## config.mk

```make
export PLATFORM = sky130hd
export DESIGN_NAME = ex_mem_skid_reg_flat
export DESIGN_NICKNAME = d
export VERILOG_FILES = /design/src/rtl/ex_mem_skid_reg_if.sv /design/src/rtl/ex_mem_skid_reg.sv /design/src/flat_wrapper.sv
export SDC_FILE = /design/constraint.sdc
export NUM_CORES = 1
export LEC_CHECK = 0
export CORE_UTILIZATION = 50
export CTS_BUF_LIST = sky130_fd_sc_hd__clkbuf_8 sky130_fd_sc_hd__clkbuf_16
export DETAILED_ROUTE_END_ITERATION = 10
export PLACE_DENSITY = 0.84
export SLEW_MARGIN = 20
export SYNTH_ARGS = -nofsm -noshare
export SYNTH_HDL_FRONTEND = slang
export SYNTH_SLANG_ARGS = --single-unit
```

## constraint.sdc

```tcl
create_clock -name clk -period 8.93 [get_ports clk]
set_input_delay 1.786 -clock clk [delete_from_list [all_inputs] [get_ports clk]]
set_output_delay 1.786 -clock clk [all_outputs]
set_load 0.01 [all_outputs]
```

## src/rtl/ex_mem_skid_reg_if.sv

```systemverilog
// ----------------------------------------------------------------------------
// ex_mem_skid_reg_if
//   Bundles the EX-side and MEM-side handshake and payload of the EX->MEM
//   skid stage register. The signal names are the stage's port names.
//
//   Modports:
//     slave  : the stage register itself (consumes EX beats, produces MEM beats)
//     master : the environment around it (EX producer + MEM consumer)
//
//   Signals:
//     flush                       synchronous bubble insert
//     in_valid / in_ready         EX-side handshake
//     alu_out_i, rt_data_i, pc_i  EX payload, DATA_W each
//     addr_i                      destination register, ADDR_W
//     mem_to_reg_i                writeback select, M2R_W
//     mem_read_i, mem_write_i,
//     reg_write_i                 EX control bits
//     out_valid / out_ready       MEM-side handshake
//     alu_out_o, rt_data_o, pc_o,
//     addr_o, mem_to_reg_o        registered payload
//     mem_read_o, mem_write_o,
//     reg_write_o                 control bits gated by out_valid
//     occupancy                   number of held beats (0..2)
// ----------------------------------------------------------------------------
interface ex_mem_skid_reg_if #(
  parameter int DATA_W = 32,
  parameter int ADDR_W = 5,
  parameter int M2R_W  = 2
) ();

  logic              flush;

  logic              in_valid;
  logic              in_ready;
  logic [DATA_W-1:0] alu_out_i;
  logic [DATA_W-1:0] rt_data_i;
  logic [DATA_W-1:0] pc_i;
  logic [ADDR_W-1:0] addr_i;
  logic [M2R_W-1:0]  mem_to_reg_i;
  logic              mem_read_i;
  logic              mem_write_i;
  logic              reg_write_i;

  logic              out_valid;
  logic              out_ready;
  logic [DATA_W-1:0] alu_out_o;
  logic [DATA_W-1:0] rt_data_o;
  logic [DATA_W-1:0] pc_o;
  logic [ADDR_W-1:0] addr_o;
  logic [M2R_W-1:0]  mem_to_reg_o;
  logic              mem_read_o;
  logic              mem_write_o;
  logic              reg_write_o;
  logic [1:0]        occupancy;

  modport slave (
    input  flush,
    input  in_valid, alu_out_i, rt_data_i, pc_i, addr_i, mem_to_reg_i,
    input  mem_read_i, mem_write_i, reg_write_i,
    output in_ready,
    input  out_ready,
    output out_valid, alu_out_o, rt_data_o, pc_o, addr_o, mem_to_reg_o,
    output mem_read_o, mem_write_o, reg_write_o, occupancy
  );

  modport master (
    output flush,
    output in_valid, alu_out_i, rt_data_i, pc_i, addr_i, mem_to_reg_i,
    output mem_read_i, mem_write_i, reg_write_i,
    input  in_ready,
    output out_ready,
    input  out_valid, alu_out_o, rt_data_o, pc_o, addr_o, mem_to_reg_o,
    input  mem_read_o, mem_write_o, reg_write_o, occupancy
  );

endinterface

```

## src/rtl/ex_mem_skid_reg.sv

```systemverilog
// ----------------------------------------------------------------------------
// ex_mem_skid_reg
//   EX->MEM pipeline stage register with valid/ready handshake on both sides
//   and a 2-entry skid buffer. in_ready is a decode of the registered state,
//   so a MEM-side stall never creates a combinational path back into EX.
//   A synchronous flush empties the stage; write-control outputs are gated
//   by out_valid so a bubble can never write memory or the register file.
//
//   Ports:
//     clk    rising-edge clock
//     reset  asynchronous, active-high; clears state and all payload
//     bus    ex_mem_skid_reg_if.slave (handshakes, payload, flush, occupancy)
// ----------------------------------------------------------------------------
module ex_mem_skid_reg #(
  parameter int DATA_W = 32,
  parameter int ADDR_W = 5,
  parameter int M2R_W  = 2
) (
  input  logic                   clk,
  input  logic                   reset,
  ex_mem_skid_reg_if.slave       bus
);

  typedef enum logic [1:0] {
    S_EMPTY = 2'd0,
    S_ONE   = 2'd1,
    S_FULL  = 2'd2
  } state_t;

  typedef struct packed {
    logic [DATA_W-1:0] alu_out;
    logic [DATA_W-1:0] rt_data;
    logic [DATA_W-1:0] pc;
    logic [ADDR_W-1:0] addr;
    logic [M2R_W-1:0]  mem_to_reg;
    logic              mem_read;
    logic              mem_write;
    logic              reg_write;
  } beat_t;

  state_t r_state;
  state_t w_state_nxt;
  beat_t  r_main;
  beat_t  r_skid;
  beat_t  w_in_beat;

  logic   w_main_vld;
  logic   w_in_ready;
  logic   w_accept;
  logic   w_drain;
  logic   w_ld_main_in;
  logic   w_ld_main_skid;
  logic   w_ld_skid;
  logic [1:0] w_occupancy;

  assign w_in_beat = '{
    alu_out:    bus.alu_out_i,
    rt_data:    bus.rt_data_i,
    pc:         bus.pc_i,
    addr:       bus.addr_i,
    mem_to_reg: bus.mem_to_reg_i,
    mem_read:   bus.mem_read_i,
    mem_write:  bus.mem_write_i,
    reg_write:  bus.reg_write_i
  };

  // Main entry is valid in ONE and FULL; the skid entry only in FULL,
  // so both valid bits are pure decodes of the state register.
  assign w_main_vld = (r_state != S_EMPTY);
  // Only the registered state and reset feed in_ready (never out_ready);
  // reset gating keeps every output low while reset is held.
  assign w_in_ready = (r_state != S_FULL) & ~reset;
  assign w_accept   = bus.in_valid & w_in_ready;
  assign w_drain    = w_main_vld & bus.out_ready;

  // State register
  always_ff @(posedge clk or posedge reset) begin
    if (reset) begin
      r_state <= S_EMPTY;
    end else begin
      r_state <= w_state_nxt;
    end
  end

  // Next-state and load-enable decode
  always_comb begin
    w_state_nxt    = r_state;
    w_ld_main_in   = 1'b0;
    w_ld_main_skid = 1'b0;
    w_ld_skid      = 1'b0;
    if (bus.flush) begin
      // A concurrent accept is dropped and a concurrent drain completes
      // at the MEM side; nothing is reloaded.
      w_state_nxt = S_EMPTY;
    end else begin
      unique case (r_state)
        S_EMPTY: begin
          if (w_accept) begin
            w_state_nxt  = S_ONE;
            w_ld_main_in = 1'b1;
          end
        end
        S_ONE: begin
          if (w_accept && w_drain) begin
            w_ld_main_in = 1'b1;
          end else if (w_accept) begin
            w_state_nxt = S_FULL;
            w_ld_skid   = 1'b1;
          end else if (w_drain) begin
            w_state_nxt = S_EMPTY;
          end
        end
        S_FULL: begin
          // in_ready is low here, so only a drain can move the state.
          if (w_drain) begin
            w_state_nxt    = S_ONE;
            w_ld_main_skid = 1'b1;
          end
        end
        default: begin
          w_state_nxt = S_EMPTY;
        end
      endcase
    end
  end

  // Payload registers: hold their contents unless loaded; flush does not clear them
  always_ff @(posedge clk or posedge reset) begin
    if (reset) begin
      r_main <= '0;
      r_skid <= '0;
    end else begin
      if (w_ld_main_in) begin
        r_main <= w_in_beat;
      end else if (w_ld_main_skid) begin
        r_main <= r_skid;
      end
      if (w_ld_skid) begin
        r_skid <= w_in_beat;
      end
    end
  end

  always_comb begin
    w_occupancy = 2'd0;
    unique case (r_state)
      S_EMPTY: w_occupancy = 2'd0;
      S_ONE:   w_occupancy = 2'd1;
      S_FULL:  w_occupancy = 2'd2;
      default: w_occupancy = 2'd0;
    endcase
  end

  assign bus.in_ready     = w_in_ready;
  assign bus.out_valid    = w_main_vld;
  assign bus.occupancy    = w_occupancy;
  assign bus.alu_out_o    = r_main.alu_out;
  assign bus.rt_data_o    = r_main.rt_data;
  assign bus.pc_o         = r_main.pc;
  assign bus.addr_o       = r_main.addr;
  // Anything that can steer a write is forced inactive for a bubble.
  assign bus.mem_to_reg_o = w_main_vld ? r_main.mem_to_reg : '0;
  assign bus.mem_read_o   = r_main.mem_read  & w_main_vld;
  assign bus.mem_write_o  = r_main.mem_write & w_main_vld;
  assign bus.reg_write_o  = r_main.reg_write & w_main_vld;

endmodule

```

## src/flat_wrapper.sv

```systemverilog
// flat-port wrapper written by rule: the top's interface ports become plain ports
module ex_mem_skid_reg_flat 
#(
  parameter int DATA_W = 32,
  parameter int ADDR_W = 5,
  parameter int M2R_W  = 2
)
  (clk, reset, bus_flush, bus_in_valid, bus_alu_out_i, bus_rt_data_i, bus_pc_i, bus_addr_i, bus_mem_to_reg_i, bus_mem_read_i, bus_mem_write_i, bus_reg_write_i, bus_in_ready, bus_out_ready, bus_out_valid, bus_alu_out_o, bus_rt_data_o, bus_pc_o, bus_addr_o, bus_mem_to_reg_o, bus_mem_read_o, bus_mem_write_o, bus_reg_write_o, bus_occupancy);
  ex_mem_skid_reg_if #(.DATA_W(DATA_W), .ADDR_W(ADDR_W), .M2R_W(M2R_W)) bus_i ();
  input  logic clk;
  input  logic reset;
  input wire logic [$bits(bus_i.flush)-1:0] bus_flush;
  input wire logic [$bits(bus_i.in_valid)-1:0] bus_in_valid;
  input wire logic [$bits(bus_i.alu_out_i)-1:0] bus_alu_out_i;
  input wire logic [$bits(bus_i.rt_data_i)-1:0] bus_rt_data_i;
  input wire logic [$bits(bus_i.pc_i)-1:0] bus_pc_i;
  input wire logic [$bits(bus_i.addr_i)-1:0] bus_addr_i;
  input wire logic [$bits(bus_i.mem_to_reg_i)-1:0] bus_mem_to_reg_i;
  input wire logic [$bits(bus_i.mem_read_i)-1:0] bus_mem_read_i;
  input wire logic [$bits(bus_i.mem_write_i)-1:0] bus_mem_write_i;
  input wire logic [$bits(bus_i.reg_write_i)-1:0] bus_reg_write_i;
  output wire logic [$bits(bus_i.in_ready)-1:0] bus_in_ready;
  input wire logic [$bits(bus_i.out_ready)-1:0] bus_out_ready;
  output wire logic [$bits(bus_i.out_valid)-1:0] bus_out_valid;
  output wire logic [$bits(bus_i.alu_out_o)-1:0] bus_alu_out_o;
  output wire logic [$bits(bus_i.rt_data_o)-1:0] bus_rt_data_o;
  output wire logic [$bits(bus_i.pc_o)-1:0] bus_pc_o;
  output wire logic [$bits(bus_i.addr_o)-1:0] bus_addr_o;
  output wire logic [$bits(bus_i.mem_to_reg_o)-1:0] bus_mem_to_reg_o;
  output wire logic [$bits(bus_i.mem_read_o)-1:0] bus_mem_read_o;
  output wire logic [$bits(bus_i.mem_write_o)-1:0] bus_mem_write_o;
  output wire logic [$bits(bus_i.reg_write_o)-1:0] bus_reg_write_o;
  output wire logic [$bits(bus_i.occupancy)-1:0] bus_occupancy;
  assign bus_i.flush = bus_flush;
  assign bus_i.in_valid = bus_in_valid;
  assign bus_i.alu_out_i = bus_alu_out_i;
  assign bus_i.rt_data_i = bus_rt_data_i;
  assign bus_i.pc_i = bus_pc_i;
  assign bus_i.addr_i = bus_addr_i;
  assign bus_i.mem_to_reg_i = bus_mem_to_reg_i;
  assign bus_i.mem_read_i = bus_mem_read_i;
  assign bus_i.mem_write_i = bus_mem_write_i;
  assign bus_i.reg_write_i = bus_reg_write_i;
  assign bus_in_ready = bus_i.in_ready;
  assign bus_i.out_ready = bus_out_ready;
  assign bus_out_valid = bus_i.out_valid;
  assign bus_alu_out_o = bus_i.alu_out_o;
  assign bus_rt_data_o = bus_i.rt_data_o;
  assign bus_pc_o = bus_i.pc_o;
  assign bus_addr_o = bus_i.addr_o;
  assign bus_mem_to_reg_o = bus_i.mem_to_reg_o;
  assign bus_mem_read_o = bus_i.mem_read_o;
  assign bus_mem_write_o = bus_i.mem_write_o;
  assign bus_reg_write_o = bus_i.reg_write_o;
  assign bus_occupancy = bus_i.occupancy;
  ex_mem_skid_reg #(.DATA_W(DATA_W), .ADDR_W(ADDR_W), .M2R_W(M2R_W)) u_core (.clk(clk), .reset(reset), .bus(bus_i));
endmodule
```

==> flow_summary.json, run 1 <==
{
  "cts_resized": 0,
  "outcome": "completed",
  "crit_arrival_ns": 3.07,
  "drv_cap": 0,
  "n_antenna_cell": 0,
  "cp-start-kind": "input port",
  "clock_path_buffers": 3,
  "yosysSeqAreaShare": 0.567,
  "die_w_um": 139,
  "final_area_sq_um": 11800,
  "critPathKind": "in2out",
  "yosysTopAreaCell": "dfrtp_1",
  "netlist_top_cells_area": "dfrtp_1 (57%), a221o_1 (11%), buf_4 (8.1%)",
  "antenna_found_initial": 0,
  "r2r_start": "u_core.r_state[1]$_DFFE_PP0P_",
  "p_leak_nw": 5.27,
  "cts_tree": "built",
  "power_density_nw_per_um2": 227,
  "synth-seq-cells": 214,
  "final_antenna_net_count": 0,
  "grt_pass1_wl_um": 33200,
  "power_w": 0.00267,
  "place_area_sq_um": 11000,
  "drc": 0,
  "synth_cell_types": 22,
  "setup_violations": 0,
  "syn_area_per_cell_sq_um": 13.4,
  "cts_setup_buffers": 0,
  "syn_area_sq_um": 9450,
  "design.core.area_sq_um": 18300,
  "final-hold-violation-count": 0,
  "dr.pass1.iters": 4,
  "reg2reg_to": "u_core.bus.alu_out_o[27]$_DFFE_PP0P_",
  "h-tree-depth": 1,
  "clock_sinks": 214,
  "fillCellCount": 1336,
  "worstMarginPinSlew_ns": 0.948,
  "vias_per_cell": 5.57,
  "wirelength_um": 20200,
  "worst_setup_path_end_kind": "output port",
  "drive_gt1_frac": 0.137,
  "required_ns": 7.14,
  "gp_congestion": 0.773,
  "clock_latency_ns": 0.50,
  "fin_util": 0.645,
  "hold_class": "reg2reg",
  "synthCells": 703,
  "hpwl_um": 12400,
  "final.setup_skew_ns": 0.00978,
  "rows": 49,
  "cts_hold_buf": 0,
  "chipHeight_um": 139,
  "start_util": 0.517,
  "fin_nets": 920,
  "final.min_clock_period_ns": 4.86,
  "die_area_sq_um": 19400,
  "area_growth_pct": 24.6,
  "clk_pin_slew_ns": 0.06,
  "via_count": 5857,
  "fmax_mhz": 206,
  "track_usage": 0.213,
  "hold_slack_ns": 0.475,
  "grt_max_degree": 139,
  "slew_headroom": 0.368,
  "vdd_drop_max_mv": 0.140,
  "yosysWarnings": 0,
  "period_share": 0.544,
  "r2r_slack_ns": 6.23,
  "synthDominantCellAreaShare": 0.567,
  "min_path_cells": 1,
  "min_to": "u_core.r_skid[18]$_DFFE_PP0P_",
  "wl_per_cell_um": 19.2,
  "portBuffers": 220,
  "rsz0062_at_grt": "false",
  "hp-start": "u_core.r_skid[18]$_DFFE_PP0P_",
  "drtIter0Drc": 280,
  "ios": 221,
  "tns_ns": 0,
  "finalMaxSlewViolations": 0,
  "r2r.worst_path.cells": 5,
  "grt-ovfl-total": 0,
  "root_buffer": "clkbuf_16",
  "syn_nets": 814,
  "grt_pass1_vias": 6095,
  "crit_path_max_fanout": 5,
  "cts_buffers": 23
}
-- registers in the layout (all words and copies together), names as in the netlist --
signal                flops
u_core.r_skid           106
u_core.bus.alu_out_o     32
u_core.r_state            2
u_core.r_main             5
u_core.bus.pc_o          32
u_core.bus.rt_data_o     32
u_core.bus.addr_o         5
-- through the flow --
stage / cells / worst slack (ns)
2_1_floorplan: 703 / 1.29
5_1_grt: 1051 / 4.02
6_report: 1051 / 4.07
3_3_place_gp: 1012 / 4.01
4_1_cts: 1050 / 4.07
3_5_place_dp: 1012 / 3.96
-- worst max-delay path by stage --
| stage | from | end | slack (ns) | depth (start not counted) |
|---|---|---|---|---|
| after global placement | reset | u_core.bus.pc_o[10]$_DFFE_PP0P_ | 4.01 | 5 |
| after detailed placement | reset | u_core.bus.pc_o[18]$_DFFE_PP0P_ | 3.96 | 5 |
| after floorplan | reset | u_core.bus.addr_o[0]$_DFFE_PP0P_ | 1.29 | 1 |
| final | reset | bus_in_ready | 4.07 | 3 |
| after CTS | reset | bus_in_ready | 4.07 | 3 |
| after global routing | reset | bus_in_ready | 4.02 | 3 |
-- logic make-up after synthesis --
family | count (synthesis) | synth area share
DFF | 214 | 0.567
buffers and inverters | 149 | 0.108
and+or+nand+nor | 124 | 0.0828
AOI/OAI and AO/OA | 110 | 0.116
muxes | 106 | 0.126
-- cell type report --
type                    count  area [sq um]  area share
repair buffers            227          2270       0.193
clock inverters            11           125      0.0106
flip-flops and latches    214          5360       0.455
well taps                 229           287      0.0243
clock buffers              27           631      0.0536
multi-input cells         340          3090       0.263
inverters                   3          18.8     0.00159
-- synthesized netlist by cell type, drive strengths merged --
cell     count
a2111oi      1
a21boi       1
a21oi        1
a221o      106
and2       106
and4bb       1
buf        124
clkbuf      22
dfrtp      214
inv          3
mux2       106
nor2         4
nor2b        8
nor3         3
nor3b        1
o21ba        1
or4b         1
-- layer usage --
metal,track usage,wire length (um),vias up
li1,-,-,2664
met1,0.273,8580,2963
met2,0.355,9710,199
met3,0.0602,1500,31
met4,0.0544,419,0
met5,0,0,-
-- worst max-delay path: stages --
cell	delay [ns]
clkdlybuf4s50_1	0.56
nor2_1	0.17
clkdlybuf4s50_1	0.55
-- placed cells by master, fill, tap and decap left out, drive strengths merged, types with 3 or more instances in the layout --
cell type and n:
clkdlybuf4s50 220, dfrtp 214, and2 106, a221o 106
mux2 106, clkbuf 27, nor2b 8, inv 7
buf 7, clkinv 4, nor2 4, bufinv 3
nor3 3
-- where the power goes --
group	leakage [nW]	total (W)	internal [W]	switching, W
Combinational	2.14	0.000486	0.000310	0.000176
Clock	0.392	0.000951	0.000584	0.000367
Sequential	2.74	0.00123	0.00114	0.0000913
(Power assumes the default switching activity.)
==> run 2, diff against run 1 <==
==> constraint.sdc (replaced) <==
create_clock -name clk -period 4.6 [get_ports clk]
set_input_delay 0.92 -clock clk [delete_from_list [all_inputs] [get_ports clk]]
set_output_delay 0.92 -clock clk [all_outputs]
set_load 0.01 [all_outputs]
==> run 2 against run 1 <==
Effect of this change:
- via count shrank 0.41%
- utilization is essentially flat
- worst setup slack lost 2.5 ns
- largest power group unchanged
==> flow_summary.json, run 2 (same netlist as run 1, synthesis figures left out) <==
{
  "track_usage": 0.206,
  "fmax_mhz": 326,
  "slew_headroom": 0.300,
  "fin_cells": 1051,
  "rows": 49,
  "hold_class": "reg2reg",
  "final.min_clock_period_ns": 3.07,
  "cp-start-kind": "input port",
  "r2r.worst_path.cells": 4,
  "final.setup_skew_ns": 0.00662,
  "ios": 221,
  "dp.cells": 1012,
  "required_ns": 3.68,
  "die_area_sq_um": 19400,
  "final_antenna_net_count": 0,
  "power_density_nw_per_um2": 435,
  "drive_gt1_frac": 0.137,
  "h-tree-depth": 1,
  "slowest_stage": "clkdlybuf4s50_1",
  "cts_buffers": 23,
  "cts_hold_buf": 0,
  "cts_tree": "built",
  "antenna_found_initial": 1,
  "hpwl_um": 12100,
  "rsz0062_at_grt": "false",
  "setup_violations": 0,
  "die_w_um": 139,
  "hold_slack_ns": 0.477,
  "wl_per_cell_um": 18.9,
  "path_buf_inv": 2,
  "gp_congestion": 0.765,
  "top_register": "u_core.r_skid",
  "cts_resized": 0,
  "layout.cells.most_common": "clkdlybuf4s50_1",
  "period_share": 0.667,
  "wirelength_um": 19900,
  "clk_pin_slew_ns": 0.06,
  "grt-ovfl-total": 0,
  "power_w": 0.00512,
  "drtIter0Drc": 293,
  "chipHeight_um": 139,
  "worstMarginPinSlew_ns": 1.05,
  "final-hold-violation-count": 0,
  "drc": 0,
  "final_cell_mix": "clkdlybuf4s50_1 (220), dfrtp_1 (214), and2_1 (106), a221o_1 (106), mux2_2 (66)",
  "root_buffer": "clkbuf_16",
  "n_antenna_cell": 0,
  "portBuffers": 220,
  "vdd_drop_max_mv": 0.326,
  "min_path_cells": 1,
  "crit_path_max_fanout": 5,
  "critPathKind": "in2out",
  "clock_sinks": 214,
  "pre_cts_slack_ns": 1.06,
  "cpPeakStageDelay_ns": 0.55,
  "crit_family": "buffers and inverters",
  "largest_reg_flops": 106,
  "worst_path_most_repeated_cell": "clkdlybuf4s50_1",
  "drv_cap": 0,
  "grt_max_degree": 126,
  "clock_latency_ns": 0.50,
  "finalMaxSlewViolations": 0,
  "grt_pass1_vias": 5924,
  "regArea_sq_um": 5360,
  "dr.pass1.iters": 4,
  "tns_ns": 0,
  "crit_chain": "clkdlybuf4s50_1, nor2_1, clkdlybuf4s50_1",
  "cts_setup_buffers": 0,
  "clock_path_buffers": 3,
  "via_count": 5833,
  "worst_setup_path_end_kind": "output port",
  "grt_pass1_wl_um": 32000,
  "vias_per_cell": 5.55,
  "crit_arrival_ns": 2.15,
  "outcome": "completed",
  "fin_nets": 919,
  "cp.depth": 3,
  "fin_ws_ns": 1.53,
  "p_leak_nw": 5.26,
  "area_growth_pct": 24.7,
  "start_util": 0.517,
  "multiInputGateArea_sq_um": 3090,
  "design.core.area_sq_um": 18300,
  "fillCellCount": 1356
}
## run 2: area by class of cell
type | count | area share
Sequential cell | 214 | 0.455
Tap cell | 229 | 0.0243
Timing Repair Buffer | 226 | 0.195
Clock inverter | 13 | 0.0101
Clock buffer | 26 | 0.0524
Inverter | 3 | 0.00127
Multi-Input combinational cell | 340 | 0.262
## run 2: final timing paths
| check | from | endpoint | slack [ns] |
|---|---|---|---|
| max | reset | bus_in_ready | 1.53 |
| min | u_core.r_skid[45]$_DFFE_PP0P_ | u_core.r_skid[45]$_DFFE_PP0P_ | 0.48 |
| max reg2reg | u_core.r_state[0]$_DFFE_PP0P_ | u_core.bus.pc_o[26]$_DFFE_PP0P_ | 2.09 |
| min reg2reg | u_core.r_skid[45]$_DFFE_PP0P_ | u_core.r_skid[45]$_DFFE_PP0P_ | 0.48 |
| max in group asynchronous | reset | u_core.bus.rt_data_o[0]$_DFFE_PP0P_ | 2.93 |
| min in group asynchronous | reset | u_core.r_skid[64]$_DFFE_PP0P_ | 1.07 |
## run 2: through the flow
step / utilization / cell area (sq um)
after detailed placement: 0.605 / 11000
after floorplan: - / 9450
after global routing: 0.645 / 11800
final: 0.645 / 11800
after CTS: 0.645 / 11800
after global placement: 0.605 / 11000
## run 2: routing by layer
layer	wire length, um	vias to the layer above	track usage
li1	-	2657	-
met1	8650	2963	0.273
met2	9290	180	0.330
met3	1560	31	0.0616
met4	367	2	0.0515
met5	12	-	0
## run 2: worst reg2reg max path: cells and delay by family (launching register included)
family          cells  cell delay, ns
compound gates      2            1.08
buf+inv             1            0.53
flops               1            0.43
simple gates        1            0.41
## run 2: power breakdown
group          internal [W]  switching, W  total, W
clock               0.00107      0.000721   0.00179
sequential          0.00221      0.000179   0.00239
combinational      0.000605      0.000337  0.000942
total               0.00389       0.00124   0.00512
